$ cat config.mk
export PLATFORM = sky130hd
export DESIGN_NAME = hazard_unit
export DESIGN_NICKNAME = d
export VERILOG_FILES = /design/src/rtl/hazard_unit.sv
export SDC_FILE = /design/constraint.sdc
export NUM_CORES = 1
export LEC_CHECK = 0
export ABC_AREA = 1
export CORE_MARGIN = 4
export CORE_UTILIZATION = 46
export DETAILED_ROUTE_END_ITERATION = 10
export PLACE_DENSITY = 0.91
export SKIP_LAST_GASP = 1
export SYNTH_ARGS = -nofsm -noshare
export SYNTH_HDL_FRONTEND = slang
export SYNTH_SLANG_ARGS = --single-unit
$ cat constraint.sdc
create_clock -name clk -period 2.61 [get_ports clk]
set_clock_uncertainty 0.1 [all_clocks]
set_input_delay 0.522 -clock clk [delete_from_list [all_inputs] [get_ports clk]]
set_output_delay 0.522 -clock clk [all_outputs]
set_load 0.03 [all_outputs]
$ cat src/rtl/hazard_unit.sv
// Hazard detection and forwarding control for the five-stage pipeline.
// Covers operand forwarding, load-use bubbles of configurable depth, branch flushes and perf counters.
module hazard_unit #(
    parameter int REG_ADDR_WIDTH    = 5,
    parameter int LOAD_STALL_CYCLES = 1,
    parameter bit FWD_EN            = 1'b1,
    parameter int CNT_WIDTH         = 16
) (
    input  logic                      clk,
    input  logic                      rst,
    input  logic [REG_ADDR_WIDTH-1:0] rs1d,
    input  logic [REG_ADDR_WIDTH-1:0] rs2d,
    input  logic [REG_ADDR_WIDTH-1:0] rs1e,
    input  logic [REG_ADDR_WIDTH-1:0] rs2e,
    input  logic [REG_ADDR_WIDTH-1:0] rde,
    input  logic [REG_ADDR_WIDTH-1:0] rdm,
    input  logic [REG_ADDR_WIDTH-1:0] rdw,
    input  logic                      regwritee,
    input  logic                      regwritem,
    input  logic                      regwritew,
    input  logic [1:0]                resultsrce,
    input  logic                      pcsrce,
    output logic [1:0]                forwardae,
    output logic [1:0]                forwardbe,
    output logic                      stallf,
    output logic                      stalld,
    output logic                      flushd,
    output logic                      flushe,
    output logic [CNT_WIDTH-1:0]      stall_cnt,
    output logic [CNT_WIDTH-1:0]      flush_cnt
);

    localparam int CW = (LOAD_STALL_CYCLES > 1) ? $clog2(LOAD_STALL_CYCLES + 1) : 1;
    localparam logic [CW-1:0]        RELOAD  = CW'(LOAD_STALL_CYCLES - 1);
    localparam logic [CW-1:0]        CNT_ONE = CW'(1);
    localparam logic [CNT_WIDTH-1:0] CNT_MAX = {CNT_WIDTH{1'b1}};
    localparam logic [REG_ADDR_WIDTH-1:0] X0 = {REG_ADDR_WIDTH{1'b0}};

    typedef enum logic [0:0] {
        IDLE  = 1'b0,
        STALL = 1'b1
    } state_t;

    state_t              state_r;
    logic [CW-1:0]       cnt_r;
    logic                lu_s;
    logic                raw_s;
    logic                stall_s;
    logic [1:0]          fwd_a_s;
    logic [1:0]          fwd_b_s;

    // Memory stage wins over writeback because it holds the younger value.
    function automatic logic [1:0] fwd_sel(
        input logic [REG_ADDR_WIDTH-1:0] rs,
        input logic [REG_ADDR_WIDTH-1:0] rd_m,
        input logic                      we_m,
        input logic [REG_ADDR_WIDTH-1:0] rd_w,
        input logic                      we_w
    );
        logic [1:0] sel;
        if (we_m && (rd_m != X0) && (rd_m == rs)) begin
            sel = 2'b10;
        end else if (we_w && (rd_w != X0) && (rd_w == rs)) begin
            sel = 2'b01;
        end else begin
            sel = 2'b00;
        end
        return sel;
    endfunction

    function automatic logic raw_hit(
        input logic [REG_ADDR_WIDTH-1:0] rs,
        input logic [REG_ADDR_WIDTH-1:0] rd_e,
        input logic                      we_e,
        input logic [REG_ADDR_WIDTH-1:0] rd_m,
        input logic                      we_m,
        input logic [REG_ADDR_WIDTH-1:0] rd_w,
        input logic                      we_w
    );
        return (rs != X0) &&
               ((we_e && (rd_e == rs)) || (we_m && (rd_m == rs)) || (we_w && (rd_w == rs)));
    endfunction

    // Hazard decode: forwarding selects, stall and flush controls.
    always_comb begin
        lu_s    = (resultsrce == 2'b01) && (rde != X0) && ((rde == rs1d) || (rde == rs2d));
        raw_s   = raw_hit(rs1d, rde, regwritee, rdm, regwritem, rdw, regwritew) ||
                  raw_hit(rs2d, rde, regwritee, rdm, regwritem, rdw, regwritew);
        fwd_a_s = 2'b00;
        fwd_b_s = 2'b00;
        stall_s = 1'b0;

        if (FWD_EN) begin
            fwd_a_s = fwd_sel(rs1e, rdm, regwritem, rdw, regwritew);
            fwd_b_s = fwd_sel(rs2e, rdm, regwritem, rdw, regwritew);
            stall_s = !pcsrce && ((state_r == STALL) || lu_s);
        end else begin
            stall_s = !pcsrce && raw_s;
        end

        if (rst) begin
            forwardae = 2'b00;
            forwardbe = 2'b00;
            stallf    = 1'b0;
            stalld    = 1'b0;
            flushd    = 1'b0;
            flushe    = 1'b0;
        end else begin
            forwardae = fwd_a_s;
            forwardbe = fwd_b_s;
            stallf    = stall_s;
            stalld    = stall_s;
            flushd    = pcsrce;
            flushe    = pcsrce || stall_s;
        end
    end

    // Load-use bubble sequencer; the first bubble is issued from IDLE, the rest from STALL.
    always_ff @(posedge clk or posedge rst) begin
        if (rst) begin
            state_r <= IDLE;
            cnt_r   <= {CW{1'b0}};
        end else if (!FWD_EN || pcsrce) begin
            state_r <= IDLE;
            cnt_r   <= {CW{1'b0}};
        end else begin
            case (state_r)
                IDLE: begin
                    if (lu_s && (LOAD_STALL_CYCLES > 1)) begin
                        state_r <= STALL;
                        cnt_r   <= RELOAD;
                    end else begin
                        state_r <= IDLE;
                        cnt_r   <= {CW{1'b0}};
                    end
                end
                STALL: begin
                    if (cnt_r <= CNT_ONE) begin
                        state_r <= IDLE;
                        cnt_r   <= {CW{1'b0}};
                    end else begin
                        state_r <= STALL;
                        cnt_r   <= cnt_r - CNT_ONE;
                    end
                end
                default: begin
                    state_r <= IDLE;
                    cnt_r   <= {CW{1'b0}};
                end
            endcase
        end
    end

    // Saturating performance counters.
    always_ff @(posedge clk or posedge rst) begin
        if (rst) begin
            stall_cnt <= {CNT_WIDTH{1'b0}};
            flush_cnt <= {CNT_WIDTH{1'b0}};
        end else begin
            if (stalld && (stall_cnt != CNT_MAX)) begin
                stall_cnt <= stall_cnt + {{(CNT_WIDTH-1){1'b0}}, 1'b1};
            end else begin
                stall_cnt <= stall_cnt;
            end
            if (pcsrce && (flush_cnt != CNT_MAX)) begin
                flush_cnt <= flush_cnt + {{(CNT_WIDTH-1){1'b0}}, 1'b1};
            end else begin
                flush_cnt <= flush_cnt;
            end
        end
    end

endmodule

==> impl_metrics.toml, run 1 <==
[clock_network]
numCtsBuffers = 5
clk_pin_slew_worst_paths_ps = 70
clock_latency_ps = 300
clock-sinks = 32
cts_tree = "done"
h-tree-depth = 2
cts_hold_buf = 0
clk_path_buf_depth = 2
root_buffer = "clkbuf_8"

[critical_path]
path_buf_inv = 3
cp-start-kind = "input pin"
cp_max_fo = 4
worst-r2r-setup-slack_ps = 760
r2r-end = "flush_cnt[15]"
end_kind = "output port"
cpMaxStageDelayCell = "clkdlybuf4s50_1"
ff2ff_path_depth = 9
cpPeakStageDelay_ps = 430
cp.required_ps = 1990
timing.rr.start = "flush_cnt[0]"
crit_chain = "clkdlybuf4s50_1 -> inv_1 -> or2_2 -> nand3_1 -> nor3_1 -> nand2_1 -> nor3b_1 -> buf_4"
path_delay_family = "buffers and inverters"
path_class = "input pin to output port"
cp.arrival_ps = 1930

[route]
drt_iter0_drc = 102
drt_wl_total_um = 6358
vias = 2478
detail-route-antenna-nets = 0
drtPass1Iterations = 4
drcViolationCount = 0
drt-wirelength-per-cell_um = 12.84
viasPerCell = 5.006

[power]
ir_drop_uv = 504.9
p_leak_nw = 1.672
comb_power_share = 0.336
p_clk_frac = 0.286
p_int_mw = 1.090
p_sw_frac = 0.3501
switching_power_mw = 0.5872
p_per_area_nw_per_um2 = 496.3
sequentialPowerShare = 0.378

[min_path]
hp-class = "flip-flop to flip-flop"
worstHoldStart = "flush_cnt[15]"
whs_endpoint = "flush_cnt[15]"
hold_depth = 2

[layout]
n_antenna_cell = 0
final_core_util = 0.6926
final_nets = 472
syn_to_final_growth_pct = 41.78
layout-drive-gt1-share = 0.08411

[flow_run]
max_cap_viol_count = 0

[synth]
ys_ff_latch = 32
yosysSeqAreaShare = 0.3360
ys.warnings.count = 0
syn-num-nets = 386
synth_area_um2 = 2384
synth_cell_types = 32
syn_inst = 341
syn_area_per_cell_um2 = 6.990

[timing]
drv_slew = 0
timing.fmax_mhz = 391.3
setup-tns-final_ps = 0
finalCritPeriodShare = 0.9791
worst_slew_pin_slew_ps = 402.5
max_slew_margin = 0.7317
setup-violations-final = 0
hold_viol = 0
period_needed_ps = 2555

[floorplan]
core_area_um2 = 4880
initial_core_util = 0.4885
std_cell_rows = 25
io_pins = 83
die_h_um = 79.99
die_area_um2 = 6398
die_w_um = 79.99

[global_route]
grt_max_degree = 33
grt-ovfl-total = 0
antenna_found_initial = 0
grt_util_all_layers = 0.2075
grt_pass1_vias = 2555
grt_pass1_wl_um = 10630

[place]
gp_congestion = 0.9241
numPortBuffers = 81
dp_hpwl_um = 4924

[status]
status = "finished, final reports clean"
[synthesized netlist by cell type]
cell type,n,share of area
nor3_1,16,0.034
buf_2,1,0.0021
buf_4,1,0.0032
o21ai_0,3,0.0063
nand4_4,1,0.0089
nor4_1,2,0.0052
nand4_2,1,0.0052
buf_6,2,0.0094
nor3_4,1,0.0068
a21oi_1,2,0.0042
nand2_2,3,0.0079
nand3_2,1,0.0042
dfrtp_1,32,0.34
nor2_1,30,0.047
ha_1,2,0.010
xnor2_1,19,0.070
clkinv_1,1,0.0016
nor3b_1,1,0.0032
nand4_1,8,0.021
a31oi_1,1,0.0026
nor2_4,1,0.0047
or2_2,1,0.0026
nor3_2,1,0.0042
nand3_1,18,0.038
a22o_1,1,0.0037
nand2_1,114,0.18
inv_2,5,0.0079
o21ai_1,4,0.0084
nand3b_1,2,0.0063
o21a_1,1,0.0032
xor2_1,24,0.088
inv_1,41,0.065
[worst reg2reg max path, cell delays in order, from the launching register on]
cell	delay, ps
dfrtp_1	420
ha_1	220
nand3_1	100
nor2_1	90
nand3_1	130
nand2_2	130
nor2_1	320
nand3_1	110
nand2_1	70
nand2_1	40
[cell families (layout without fill, tap and decap cells)]
| logic type | after synthesis | after routing | synth area share |
|---|---|---|---|
| compound gates | 12 | 12 | 0.02835 |
| xor+xnor | 43 | 43 | 0.1580 |
| fa+ha+maj | 2 | 2 | 0.01050 |
| buf+inv | 51 | 138 | 0.08871 |
| flops | 32 | 32 | 0.3360 |
| simple gates | 201 | 201 | 0.3785 |
[metal layers]
metal  up-vias  routed length (µm)  global-route usage
li1       1235                   -                   -
met1      1138                2637              0.2352
met2        81                3182              0.3675
met3        24                 318             0.04515
met4         0                 218             0.09628
met5         -                   0                   0
[cell usage in the layout (no fill, tap or decap), types with 2 or more instances in the layout]
cell             netlist  layout
dfrtp_1               32      32
clkbuf_8               0       5
buf_4                  1       9
inv_1                 41      39
o21ai_1                4       5
nand2_1              114     114
nor3_1                16      16
nand4_1                8       8
ha_1                   2       2
clkdlybuf4s50_1        0      66
dlymetal6s2s_1         0       7
a21oi_1                2       2
nand3_1               18      18
o21ai_0                3       2
nor2_1                30      29
inv_2                  5       6
xnor2_1               19      19
nand3b_1               2       2
nand2_2                3       3
xor2_1                24      24
[sequential cells by signal, indices dropped and copies added (netlist names)]
| name | count |
|---|---|
| flush_cnt | 16 |
| stall_cnt | 16 |
[final cells by class]
type	count	area, µm²
well taps	67	83.83
clock buffers	6	72.57
clock inverters	2	35.03
flip-flops and latches	32	800.8
repair buffers	83	827.0
inverters	47	180.2
fillers	407	1500
multi-input cells	258	1380
[worst max path at each step]
stage | startpoint | cells after the start | to | slack, ps
finish | rdw[3] | 8 | forwardae[0] | 50
global placement | rde[1] | 10 | stalld | 100
detailed placement | rde[0] | 10 | stalld | 80
global route | rdw[3] | 8 | forwardae[0] | -10
floorplan | rst | 5 | forwardbe[0] | 300
CTS | rde[0] | 10 | stalld | 70
[per-stage QoR]
stage          worst slack, ps  cell area (µm²)  total power [mW]  std cells  hold WS, ps
2_1_floorplan            298.3             2387            0.9460        341        353.3
5_1_grt                 -14.44             3379             1.768        495        437.8
3_3_place_gp             95.22             3242             1.190        487        387.3
3_5_place_dp             81.98             3242             1.204        487        394.7
4_1_cts                  72.04             3349             1.685        495        412.1
6_report                 54.63             3379             1.677        495        414.0
[what timing repair did]
action,in CTS,in global routing
gates resized for setup,0,12
endpoints found under the setup margin,0,4
setup buffers,0,0
[power by group through the flow]
stage	clock (mW)	combinational, mW	sequential [mW]
after floorplan	0	0.199	0.747
after global placement	0	0.549	0.641
after detailed placement	0	0.563	0.640
after CTS	0.485	0.567	0.633
after global routing	0.514	0.611	0.644
final	0.480	0.563	0.635
Note: power is estimated with default switching activity, not from simulation.
==> inputs of run 2 (changes only) <==
--- a/config.mk
+++ b/config.mk
@@ -8,8 +8,10 @@
 export ABC_AREA = 1
 export CORE_MARGIN = 4
 export CORE_UTILIZATION = 46
+export CTS_CLUSTER_SIZE = 28
 export DETAILED_ROUTE_END_ITERATION = 10
 export PLACE_DENSITY = 0.91
+export RECOVER_POWER = 50
 export SKIP_LAST_GASP = 1
 export SYNTH_ARGS = -nofsm -noshare
 export SYNTH_HDL_FRONTEND = slang
==> impl_metrics.toml, run 2 (synthesis gave the netlist of run 1 again) <==
[place]
gp_congestion = 0.9241
numPortBuffers = 81
place_ws_ps = 81.98
placed_area_um2 = 3242
dp_hpwl_um = 4924
dp_cells = 487

[layout]
layout-drive-gt1-share = 0.07944
final_nets = 472
mostFrequentLayoutCells = "nand2_1, clkdlybuf4s50_1, inv_1"
top_regs = "flush_cnt x16, stall_cnt x16"
final_common_cell = "nand2_1"
n_antenna_cell = 0
layout.cells.non_filler = 495
finalInstanceArea_um2 = 3369
syn_to_final_growth_pct = 41.36

[critical_path]
end_kind = "output port"
path_delay_family = "buffers and inverters"
timing.rr.start = "flush_cnt[0]"
crit_chain = "clkdlybuf4s50_1 -> inv_1 -> or2_2 -> nand3_1 -> nor3_1 -> nand2_1 -> nor3b_1 -> buf_4"
path_class = "input pin to output port"
cp-start-kind = "input pin"
cp.required_ps = 1990
cp.arrival_ps = 1930
path_buf_inv = 3
cpMaxStageDelayCell = "clkdlybuf4s50_1"
cpPeakStageDelay_ps = 430
cp_max_fo = 4
critPathLaunch = "rdw[3]"

[clock_network]
clk_pin_slew_worst_paths_ps = 60
clock_latency_ps = 290
ctsResizeCount = 0
cts_hold_buf = 0
clk_path_buf_depth = 2
numCtsBuffers = 5
clock-sinks = 32
post_cts_buffers = 0
cts_tree = "done"
root_buffer = "clkbuf_8"
h-tree-depth = 2

[min_path]
hp-class = "flip-flop to flip-flop"
worstHoldStart = "flush_cnt[15]"

[timing]
finalCritPeriodShare = 0.9791
setup-tns-final_ps = 0
drv_slew = 0
period_needed_ps = 2555
hold_viol = 0
setup_slack_ps = 54.68
worst_slew_pin_slew_ps = 779.4
whs_ps = 404.1
timing.fmax_mhz = 391.3
setup-violations-final = 0
max_slew_margin = 0.4804

[floorplan]
core_area_um2 = 4880
std_cell_rows = 25
initial_core_util = 0.4885
io_pins = 83
die_h_um = 79.99
die_w_um = 79.99
die_area_um2 = 6398

[route]
detail-route-antenna-nets = 0
drt_wl_total_um = 6317
drcViolationCount = 0
viasPerCell = 5.048
drt-wirelength-per-cell_um = 12.76
vias = 2499
drt_iter0_drc = 113
drtPass1Iterations = 4

[global_route]
grt_pass1_vias = 2555
grt-ovfl-total = 0
use_met2 = 0.3675
use_met1 = 0.2352
grt_util_all_layers = 0.2075
grt_max_degree = 33
grt_pass1_wl_um = 10630
gr-usage-met3 = 0.04515
antenna_found_initial = 0
grt_most_used_layer = "met2"

[power]
p_leak_nw = 1.678
ir_drop_uv = 503.9
p_per_area_nw_per_um2 = 495.1

[flow_run]
max_cap_viol_count = 0

[status]
status = "finished, final reports clean"
==> run 2: cell count changes in the layout (fill, tap and decap cells not counted), moves of 2 or more <==
cell	before	now
o21ai_1	5	1
o21ai_0	2	6
clkdlybuf4s50_1	66	64
dlygate4sd3_1	0	2
==> run 2: final cells by class <==
type                    instances  area, µm²
inverters                      47      180.2
well taps                      67      83.83
fillers                       409       1510
flip-flops and latches         32      800.8
multi-input cells             258       1373
repair buffers                 83      824.5
clock buffers                   6      72.57
clock inverters                 2      35.03
==> run 2: worst paths after layout <==
path | end | slack, ps | cells past startpoint
hold reg to reg | flush_cnt[15] | 400 | 2
setup reg to reg | flush_cnt[5] | 640 | 8
min in group asynchronous | flush_cnt[11] | 900 | 3
hold / removal | flush_cnt[15] | 400 | 2
max in group asynchronous | flush_cnt[2] | 1010 | 3
setup / recovery | forwardae[0] | 50 | 8
==> run 2: where the power goes <==
group	total [mW]	internal, mW	switching, mW
combinational	0.557	0.246	0.311
clock	0.476	0.283	0.193
sequential	0.635	0.557	0.0778
==> run 2: worst reg2reg max path, cell delays in order, from the launching register on <==
cell and delay (ps):
dfrtp_1 410, ha_1 180, nand3_1 90, nor2_1 230, nand3_1 140, nand2_1 220, inv_1 220, nand2_1 140
xor2_1 160
==> run 2: routing by layer <==
layer / vias up / share of wire
li1: 1233 / -
met1: 1150 / 0.40
met2: 92 / 0.50
met3: 24 / 0.057
met4: 0 / 0.034
met5: - / 0
==> run 2: through the flow <==
stage                       util  total power [mW]
final                     0.6905             1.668
after global routing      0.6905             1.763
after CTS                 0.6864             1.685
after detailed placement  0.6644             1.204
after global placement    0.6644             1.190
after floorplan                -            0.9460
==> inputs of run 3 (changes only) <==
--- a/config.mk
+++ b/config.mk
@@ -7,10 +7,10 @@
 export LEC_CHECK = 0
 export ABC_AREA = 1
 export CORE_MARGIN = 4
-export CORE_UTILIZATION = 46
+export CORE_UTILIZATION = 30
 export CTS_CLUSTER_SIZE = 28
 export DETAILED_ROUTE_END_ITERATION = 10
-export PLACE_DENSITY = 0.91
+export PLACE_DENSITY = 0.67
 export RECOVER_POWER = 50
 export SKIP_LAST_GASP = 1
 export SYNTH_ARGS = -nofsm -noshare
==> impl_metrics.toml, run 3 (synthesis gave the netlist of run 1 again) <==
[place]
numPortBuffers = 81
gp_congestion = 0.9007
placed_area_um2 = 3286
dp_hpwl_um = 5094

[floorplan]
die_h_um = 97.14
die_area_um2 = 9435
core_area_um2 = 7727
die_w_um = 97.14
initial_core_util = 0.3085
std_cell_rows = 32
io_pins = 83

[power]
p_int_mw = 1.020
sequentialPowerShare = 0.400
p_clk_frac = 0.248
switching_power_mw = 0.5571
p_sw_frac = 0.3532
p_per_area_nw_per_um2 = 465.1
p_leak_nw = 1.659
ir_drop_uv = 599.9
comb_power_share = 0.352

[timing]
finalCritPeriodShare = 0.9811
rsz0062_at_grt = "true"
period_needed_ps = 2561
max_slew_margin = 0.4619
setup-tns-final_ps = 0
timing.fmax_mhz = 390.5
drv_slew = 0
hold_viol = 0
setup-violations-final = 0
worst_slew_pin_slew_ps = 807.1

[critical_path]
cp-start-kind = "input pin"
cp_max_fo = 3
cp.arrival_ps = 1940
timing.rr.start = "flush_cnt[0]"
cpMaxStageDelayCell = "clkdlybuf4s50_1"
crit_chain = "clkdlybuf4s50_1 -> nor3_2 -> nand2_1 -> nand2_1 -> inv_1 -> nand4_1 -> nor3b_1 -> buf_4"
end_kind = "output port"
cp.required_ps = 1990
critPathLaunch = "rdm[2]"
path_common_cell = "nand2_1"
cpPeakStageDelay_ps = 490
path_class = "input pin to output port"

[route]
detail-route-antenna-nets = 0
drtPass1Iterations = 4
drt_wl_total_um = 6264
drt-wirelength-per-cell_um = 11.82
drcViolationCount = 0
drt_iter0_drc = 45
vias = 2368
viasPerCell = 4.468

[global_route]
grt_util_all_layers = 0.1345
grt_pass1_vias = 2403
grt-ovfl-total = 0
antenna_found_initial = 0
grt_pass1_wl_um = 10630
grt_max_degree = 33

[layout]
n_antenna_cell = 0
mostFrequentLayoutCells = "nand2_1, clkdlybuf4s50_1, inv_1"
top_regs = "flush_cnt x16, stall_cnt x16"
final_common_cell = "nand2_1"
finalInstanceArea_um2 = 3391
final_nets = 472
layout-drive-gt1-share = 0.07477
syn_to_final_growth_pct = 42.26
fillerInstances = 774

[clock_network]
clk_pin_slew_worst_paths_ps = 60
root_buffer = "clkbuf_8"
numCtsBuffers = 5
post_cts_buffers = 0
clock-sinks = 32
clock_latency_ps = 280
clk_path_buf_depth = 2
cts_tree = "done"
h-tree-depth = 2

[status]
status = "finished, final reports clean"

[flow_run]
max_cap_viol_count = 0

[min_path]
hp-class = "flip-flop to flip-flop"
worstHoldStart = "flush_cnt[15]"
[run 3: per-stage QoR]
stage                     power (mW)  cells  worst slack [ps]  hold slack [ps]    util
after CTS                      1.600    530             53.96            422.9  0.4369
after detailed placement       1.203    522             54.61            400.3  0.4252
after global routing           1.672    530            -34.08            434.8  0.4388
final                          1.577    530             49.39            411.2  0.4388
after global placement         1.196    522             87.81            395.8  0.4252
after floorplan               0.9460    341             298.3            353.3       -
[run 3: layout make-up]
| type | count | area [µm²] | share of cell area |
|---|---|---|---|
| timing repair buffer | 83 | 818.3 | 0.2413 |
| multi-input combinational | 258 | 1374 | 0.4052 |
| clock buffer | 8 | 90.09 | 0.02657 |
| tap | 102 | 127.6 | 0.03764 |
| sequential | 32 | 800.8 | 0.2362 |
| inverter | 47 | 180.2 | 0.05314 |
[run 3: path summary, 6_finish.rpt]
| path | end | slack (ps) | cells past startpoint |
|---|---|---|---|
| max reg2reg | flush_cnt[5] | 650 | 8 |
| max | forwardae[0] | 50 | 8 |
| min | flush_cnt[15] | 410 | 2 |
| min in group asynchronous | flush_cnt[15] | 960 | 3 |
| min reg2reg | flush_cnt[15] | 410 | 2 |
| max in group asynchronous | stall_cnt[3] | 940 | 3 |
[run 3: power groups by stage]
stage | clock network [mW] | logic (mW) | registers, mW
after CTS | 0.402 | 0.566 | 0.632
final | 0.392 | 0.554 | 0.631
after global routing | 0.420 | 0.611 | 0.641
after global placement | 0 | 0.558 | 0.638
after detailed placement | 0 | 0.563 | 0.640
after floorplan | 0 | 0.199 | 0.747
[run 3: what timing repair did]
item / 4_1_cts / 5_1_grt
setup endpoints to repair: 0 / 5
gates resized for setup: 0 / 9
hold buffers: 0 / 0
[run 3: critical path, delay by kind of cell]
kind / cells / cell delay [ps]
buffers and inverters: 3 / 760
and+or+nand+nor: 5 / 660
[run 3: routing by layer]
layer  GRT usage  vias up  wire length [µm]
li1            -     1232                 -
met1      0.1580     1075              2617
met2      0.2452       50              3269
met3     0.03230       11               287
met4     0.03240        0                89
met5           0        -                 0
